$ cat config.mk
export PLATFORM = sky130hd
export DESIGN_NAME = propose_sequencer
export DESIGN_NICKNAME = d
export VERILOG_FILES = /design/src/rtl/propose_pkg.sv /design/src/rtl/propose_sequencer_clause_enable_counter.sv /design/src/rtl/propose_sequencer.sv
export SDC_FILE = /design/constraint.sdc
export NUM_CORES = 1
export LEC_CHECK = 0
export CELL_PAD_IN_SITES_DETAIL_PLACEMENT = 1
export CELL_PAD_IN_SITES_GLOBAL_PLACEMENT = 1
export CORE_MARGIN = 1
export CORE_UTILIZATION = 35
export CTS_CLUSTER_SIZE = 30
export DETAILED_ROUTE_END_ITERATION = 8
export PLACE_DENSITY_LB_ADDON = 0.1
export SYNTH_ARGS = -nofsm -noshare
export SYNTH_HDL_FRONTEND = slang
export SYNTH_SLANG_ARGS = --single-unit
$ cat constraint.sdc
create_clock -name in_clock -period 5.9 [get_ports in_clock]
set_clock_uncertainty 0.1 [all_clocks]
set_input_delay 1.475 -clock in_clock [delete_from_list [all_inputs] [get_ports in_clock]]
set_output_delay 1.475 -clock in_clock [all_outputs]
set_load 0.02 [all_outputs]
$ cat src/rtl/propose_pkg.sv
// Shared encodings for the propose sequencer: FSM states, variable types and
// the segment-type constant the datapath uses.
package propose_pkg;

  typedef enum logic [3:0] {
    S_IDLE   = 4'd0,
    S_BOOL   = 4'd1,
    S_REDUCE = 4'd2,
    S_SELECT = 4'd3,
    S_DSIZE  = 4'd4,
    S_DRAND  = 4'd5,
    S_DTABLE = 4'd6,
    S_DCHECK = 4'd7,
    S_SAMPLE = 4'd8,
    S_DONE   = 4'd9
  } state_t;

  localparam logic [1:0] TYPE_BOOLEAN    = 2'd0;
  localparam logic [1:0] TYPE_CONTINUOUS = 2'd1;
  localparam logic [1:0] TYPE_DISCRETE   = 2'd2;

  localparam logic [1:0] UNIFORM = 2'd3;

endpackage

$ cat src/rtl/propose_sequencer_clause_enable_counter.sv
// Clause counter for the REDUCE phase: steps one clause per active cycle and
// decodes the current clause to a one-hot reduce enable.
module clause_enable_counter #(
  parameter int N = 3
) (
  input  logic               i_clk,
  input  logic               i_rst,
  input  logic               i_clear,
  input  logic               i_active,
  input  logic [N:0]         i_num,
  output logic [(1<<N)-1:0]  o_enable,
  output logic               o_last
);
  localparam int SLOTS = 1 << N;

  logic [N-1:0] r_k;

  always_ff @(posedge i_clk or posedge i_rst) begin
    if (i_rst)         r_k <= '0;
    else if (i_clear)  r_k <= '0;
    else if (i_active) r_k <= r_k + {{(N-1){1'b0}}, 1'b1};
  end

  assign o_enable = i_active ? (SLOTS'(1) << r_k) : '0;
  assign o_last   = ({1'b0, r_k} == (i_num - {{N{1'b0}}, 1'b1}));

endmodule

$ cat src/rtl/propose_sequencer.sv
// Control FSM for one proposal step: picks the boolean, continuous or discrete
// path from the latched type, walks its stage enables, runs the sampler, pulses done.
module propose_sequencer
  import propose_pkg::*;
#(
  parameter int MAX_BIT_WIDTH_OF_CLAUSES_INDEX = 3,
  parameter int SAMPLER_LATENCY                = 1
) (
  input  logic                                         in_clock,
  input  logic                                         in_reset,
  input  logic                                         in_start,
  input  logic                                         in_abort,
  input  logic [1:0]                                   in_variable_type,
  input  logic [MAX_BIT_WIDTH_OF_CLAUSES_INDEX:0]      in_num_clauses,
  input  logic                                         in_no_need_to_sample,
  output logic                                         out_boolean_propose_enable,
  output logic [(1<<MAX_BIT_WIDTH_OF_CLAUSES_INDEX)-1:0] out_reduce_enable,
  output logic                                         out_select_segment_enable,
  output logic                                         out_DiscreteVariablesSizes_enable,
  output logic                                         out_random_enable,
  output logic                                         out_DiscreteValuesTable_enable,
  output logic                                         out_sampler_enable,
  output logic                                         out_chosen_variable_is_discrete,
  output logic                                         out_busy,
  output logic                                         out_done,
  output logic                                         out_error
);
  localparam int N     = MAX_BIT_WIDTH_OF_CLAUSES_INDEX;
  localparam int SLOTS = 1 << N;
  localparam logic [N:0] MAX_CL  = (N+1)'(SLOTS);
  localparam logic [3:0] SAMP_LD = 4'(SAMPLER_LATENCY);

  state_t     r_state, w_next;
  logic [N:0] r_num;
  logic       r_err;
  logic       r_disc;
  logic [3:0] r_samp;
  logic       w_accept;
  logic [N:0] w_num_clamped;
  logic       w_last;

  assign w_accept      = (r_state == S_IDLE) && in_start;
  assign w_num_clamped = (in_num_clauses > MAX_CL) ? MAX_CL : in_num_clauses;

  always_ff @(posedge in_clock or posedge in_reset) begin
    if (in_reset) begin
      r_state <= S_IDLE;
      r_num   <= '0;
      r_err   <= 1'b0;
      r_disc  <= 1'b0;
      r_samp  <= '0;
    end else begin
      r_state <= w_next;
      if (w_accept) begin
        r_num  <= w_num_clamped;
        r_err  <= (in_variable_type == UNIFORM);
        r_disc <= (in_variable_type == TYPE_DISCRETE);
      end
      // Load on entry so the sampler enable lasts exactly SAMPLER_LATENCY cycles.
      if (w_next == S_SAMPLE && r_state != S_SAMPLE) r_samp <= SAMP_LD;
      else if (r_state == S_SAMPLE)                  r_samp <= r_samp - 4'd1;
    end
  end

  always_comb begin
    w_next = r_state;
    case (r_state)
      S_IDLE: if (in_start) begin
        case (in_variable_type)
          TYPE_BOOLEAN:    w_next = S_BOOL;
          TYPE_CONTINUOUS: w_next = (w_num_clamped == '0) ? S_SELECT : S_REDUCE;
          TYPE_DISCRETE:   w_next = S_DSIZE;
          default:         w_next = S_DONE;
        endcase
      end
      S_BOOL:   w_next = S_DONE;
      S_REDUCE: if (w_last) w_next = S_SELECT;
      S_SELECT: w_next = S_SAMPLE;
      S_DSIZE:  w_next = S_DRAND;
      S_DRAND:  w_next = S_DTABLE;
      S_DTABLE: w_next = S_DCHECK;
      S_DCHECK: w_next = in_no_need_to_sample ? S_DONE : S_SAMPLE;
      S_SAMPLE: if (r_samp == 4'd1) w_next = S_DONE;
      S_DONE:   w_next = S_IDLE;
      default:  w_next = S_IDLE;
    endcase
    if (in_abort && r_state != S_IDLE) w_next = S_IDLE;
  end

  clause_enable_counter #(.N(N)) u_clause (
    .i_clk    (in_clock),
    .i_rst    (in_reset),
    .i_clear  (w_accept),
    .i_active (r_state == S_REDUCE),
    .i_num    (r_num),
    .o_enable (out_reduce_enable),
    .o_last   (w_last)
  );

  assign out_boolean_propose_enable        = (r_state == S_BOOL);
  assign out_select_segment_enable         = (r_state == S_SELECT);
  assign out_DiscreteVariablesSizes_enable = (r_state == S_DSIZE);
  assign out_random_enable                 = (r_state == S_DRAND);
  assign out_DiscreteValuesTable_enable    = (r_state == S_DTABLE);
  assign out_sampler_enable                = (r_state == S_SAMPLE);
  assign out_chosen_variable_is_discrete   = r_disc;
  assign out_busy                          = (r_state != S_IDLE);
  assign out_done                          = (r_state == S_DONE);
  assign out_error                         = (r_state == S_DONE) && r_err;

endmodule
==> metrics.csv <==
stage,metric,value,unit
status,outcome,"finished, final reports clean",
placement,GP Congestion,0.777,
layout,area grow syn2layout,26.8,%
clock_tree,H-tree levels,1,
pwr,Reg power frac,0.355,
routing,Pre-antenna DRT Iters,4,
clock_tree,hold-fix buffers at CTS,0,
clock_tree,clock tree buffer depth,2,
global_routing,first-pass GRT wire length,4910,um
critical_path,R2R depth,5,
sta,max-slew violations,0,
pwr,LEAKAGE,0.663,nW
synthesis,Yosys reg bits,17,
routing,Routed Antenna Nets,0,
pwr,Pint,0.000340,W
clock_tree,Skew-Pair Late Insertion Delay,290,ps
clock_tree,CTS Sinks,17,
sta,Worst Max-Slew Pin Slew,946,ps
floorplanning,Die W,60.9,um
floorplanning,num ports,29,
min_path,WHS Endpoint,out_chosen_variable_is_discrete$_DFFE_PP0P_,
sta,fmax,241,MHz
global_routing,Overflow after GRT,0,
routing,Remaining DRCs,0,
critical_path,Critical R2R Launch,r_state[0]$_DFF_PP0_,
synthesis,register area share after synthesis,0.351,
routing,DR iter-0 viols,67,
clock_tree,CTS tree,done,
pwr,Sw Ratio,0.467,
layout,final instance area,1540,sq um
pwr,Net Sw Power,0.000298,W
synthesis,Synth cell types,41,
min_path,Hold Path Class,reg -> reg,
floorplanning,die area,3710,sq um
layout,Ant. Diodes,0,
sta,setup violators final,0,
critical_path,worst-path fanout max,14,
synthesis,Post-synth EDFFs,0,
routing,average wire per cell in the routed design,13.9,um
min_path,worst hold stages,2,
job,max-cap violation count,0,
layout,Final nets,183,
layout,Fill cells,409,
synthesis,Mapped Nets,157,
routing,Vias,1066,
sta,min Tclk post-route,4160,ps
floorplanning,# rows,21,
global_routing,largest net degree at the start of global routing,18,
sta,headroom to the max-slew limit,0.368,
synthesis,Mapped Area,1210,sq um
pwr,pwr dens,415,nW/um^2
synthesis,top_reg_cell synth,dfrtp_1,
clock_tree,cts repair resizes,0,
sta,"Period Utilization, post-route",0.705,
routing,Via density,5.13,
placement,DP Worst Slack,2030,ps
clock_tree,"CTS clk-pin slew, worst paths",100,ps
clock_tree,"Setup Fix Bufs, Post-CTS",0,
layout,"most common cell after layout, fill and taps aside",clkdlybuf4s50_1,
global_routing,GRT Total Usage,0.183,
sta,RSZ-0062 raised after global routing,no,
synthesis,Yosys warning count,0,
placement,placed cell area,1510,sq um
sta,final hold viol count,0,
critical_path,Critical Path RT,4320,ps
floorplanning,CORE AREA,3340,sq um
floorplanning,initial core utilization,0.364,
sta,Final TNS setup,0,ps
critical_path,CP arrival,2580,ps
pwr,Logic pwr share,0.545,
synthesis,Mapped Cells,137,
synthesis,syn avg cell area,8.86,sq um
pwr,Max VDD drop,0.000150,V
clock_tree,Root Driver,clkbuf_4,
placement,detailed placer's ending HPWL,2280,um
min_path,Hold Path Origin,out_chosen_variable_is_discrete$_DFFE_PP0P_,
global_routing,initial antenna violation count,0,
clock_tree,cts bufs inserted,3,
layout,post-layout util,0.461,
layout,share of cells above drive strength 1,0.0432,
critical_path,worst setup path class,reg -> out,
layout,most frequent cells in the layout,"28 x clkdlybuf4s50_1, 17 x nand2_1, 17 x dfrtp_1, 12 x nor2_1, 11 x inv_1",
routing,WL final,2880,um
placement,PortBufs,28,
critical_path,Reg2Reg Setup Slack,3690,ps
critical_path,Critical R2R Capture,r_samp[1]$_DFFE_PP0P_,
layout,Final Instance Count excl. Fillers,208,
critical_path,CP endpoint kind,output port,
synthesis,fraction of registers with async set/reset,1.00,
sta,Final Worst Setup Slack,1740,ps
critical_path,startpoint types,register,
global_routing,number of global-route vias before repair,1092,
pwr,Clk pwr share,0.101,
floorplanning,die height,60.9,um
placement,placed insts,204,
==> critical path, stage by stage, from the launching register on <==
cell and delay [ps]:
dfrtp_1 510, nor4b_2 880, and3_1 280, clkdlybuf4s50_1 620
==> stage by stage <==
step	hold slack [ps]	power, W
3_5_place_dp	383	0.000578
4_1_cts	410	0.000648
3_3_place_gp	354	0.000563
5_1_grt	451	0.000703
6_report	407	0.000638
2_1_floorplan	338	0.000478
==> logic make-up (layout without fill, tap and decap cells) <==
family                   Yosys count  count (layout)  synth area share
multiplexers                       1               1           0.00825
adder cells (fa/ha/maj)            9               9            0.0928
AO/OA/AOI/OAI                     23              23             0.159
AND/OR/NAND/NOR                   63              63             0.269
flip-flops                        17              17             0.351
buffers and inverters             19              44            0.0845
XOR/XNOR                           5               5            0.0361
==> metal layers <==
metal  routed length (um)  vias up  GRT usage  part of all wire
li1                     -      524          -                 -
met1                 1290      525      0.229              0.45
met2                 1500       15      0.316              0.52
met3                   72        2     0.0448             0.025
met4                   20        0     0.0519            0.0069
met5                    0        -          0                 0
==> cells in the mapped netlist (all sizes together) (2+ instances only) <==
| cell | instances | area [sq um] |
|---|---|---|
| and2 | 3 | 18.8 |
| dfrtp | 17 | 425 |
| a211oi | 2 | 15.0 |
| nand2b | 4 | 25.0 |
| nand2 | 17 | 63.8 |
| xor2 | 3 | 26.3 |
| o21ai | 6 | 30.0 |
| clkbuf | 3 | 12.5 |
| nor4 | 2 | 12.5 |
| ha | 9 | 113 |
| xnor2 | 2 | 17.5 |
| o21a | 2 | 15.0 |
| nand3 | 3 | 15.0 |
| a21oi | 2 | 10.0 |
| buf | 4 | 32.5 |
| and3 | 8 | 50.1 |
| nand3b | 4 | 30.0 |
| nor3 | 4 | 20.0 |
| nor2 | 12 | 45.0 |
| nor2b | 2 | 12.5 |
| a31oi | 2 | 27.5 |
| inv | 11 | 41.3 |
==> cell type report <==
type,instances,area [sq um],area share
Sequential cell,17,425,0.276
Tap cell,46,57.6,0.0374
Clock buffer,4,26.3,0.0171
Inverter,12,57.6,0.0374
Multi-Input combinational cell,101,692,0.450
Timing Repair Buffer,28,280,0.182
==> power by group through the flow <==
stage | logic [W] | registers, W | clock network, W
floorplan | 0.000278 | 0.000200 | 0
global placement | 0.000337 | 0.000225 | 0
detailed placement | 0.000349 | 0.000230 | 0
CTS | 0.000352 | 0.000227 | 0.0000692
global route | 0.000391 | 0.000236 | 0.0000765
finish | 0.000347 | 0.000226 | 0.0000641
==> worst max-delay path by stage <==
stage | depth (start not counted) | end | slack [ps] | from
after floorplan | 4 | out_reduce_enable[0] | 2650 | r_state[2]$_DFF_PP0_
after global placement | 3 | out_reduce_enable[2] | 2110 | r_state[0]$_DFF_PP0_
after detailed placement | 3 | out_reduce_enable[5] | 2030 | r_state[0]$_DFF_PP0_
after CTS | 3 | out_reduce_enable[5] | 1690 | r_state[0]$_DFF_PP0_
after global routing | 3 | out_reduce_enable[5] | 1470 | r_state[0]$_DFF_PP0_
final | 3 | out_reduce_enable[5] | 1740 | r_state[0]$_DFF_PP0_
==> sequential cells by signal, summed over array words and instances (netlist names) <==
name                             flops
r_num                                4
r_err                                1
u_clause.r_k                         3
out_chosen_variable_is_discrete      1
r_samp                               4
r_state                              4
Power figures use the tool's default switching activity.
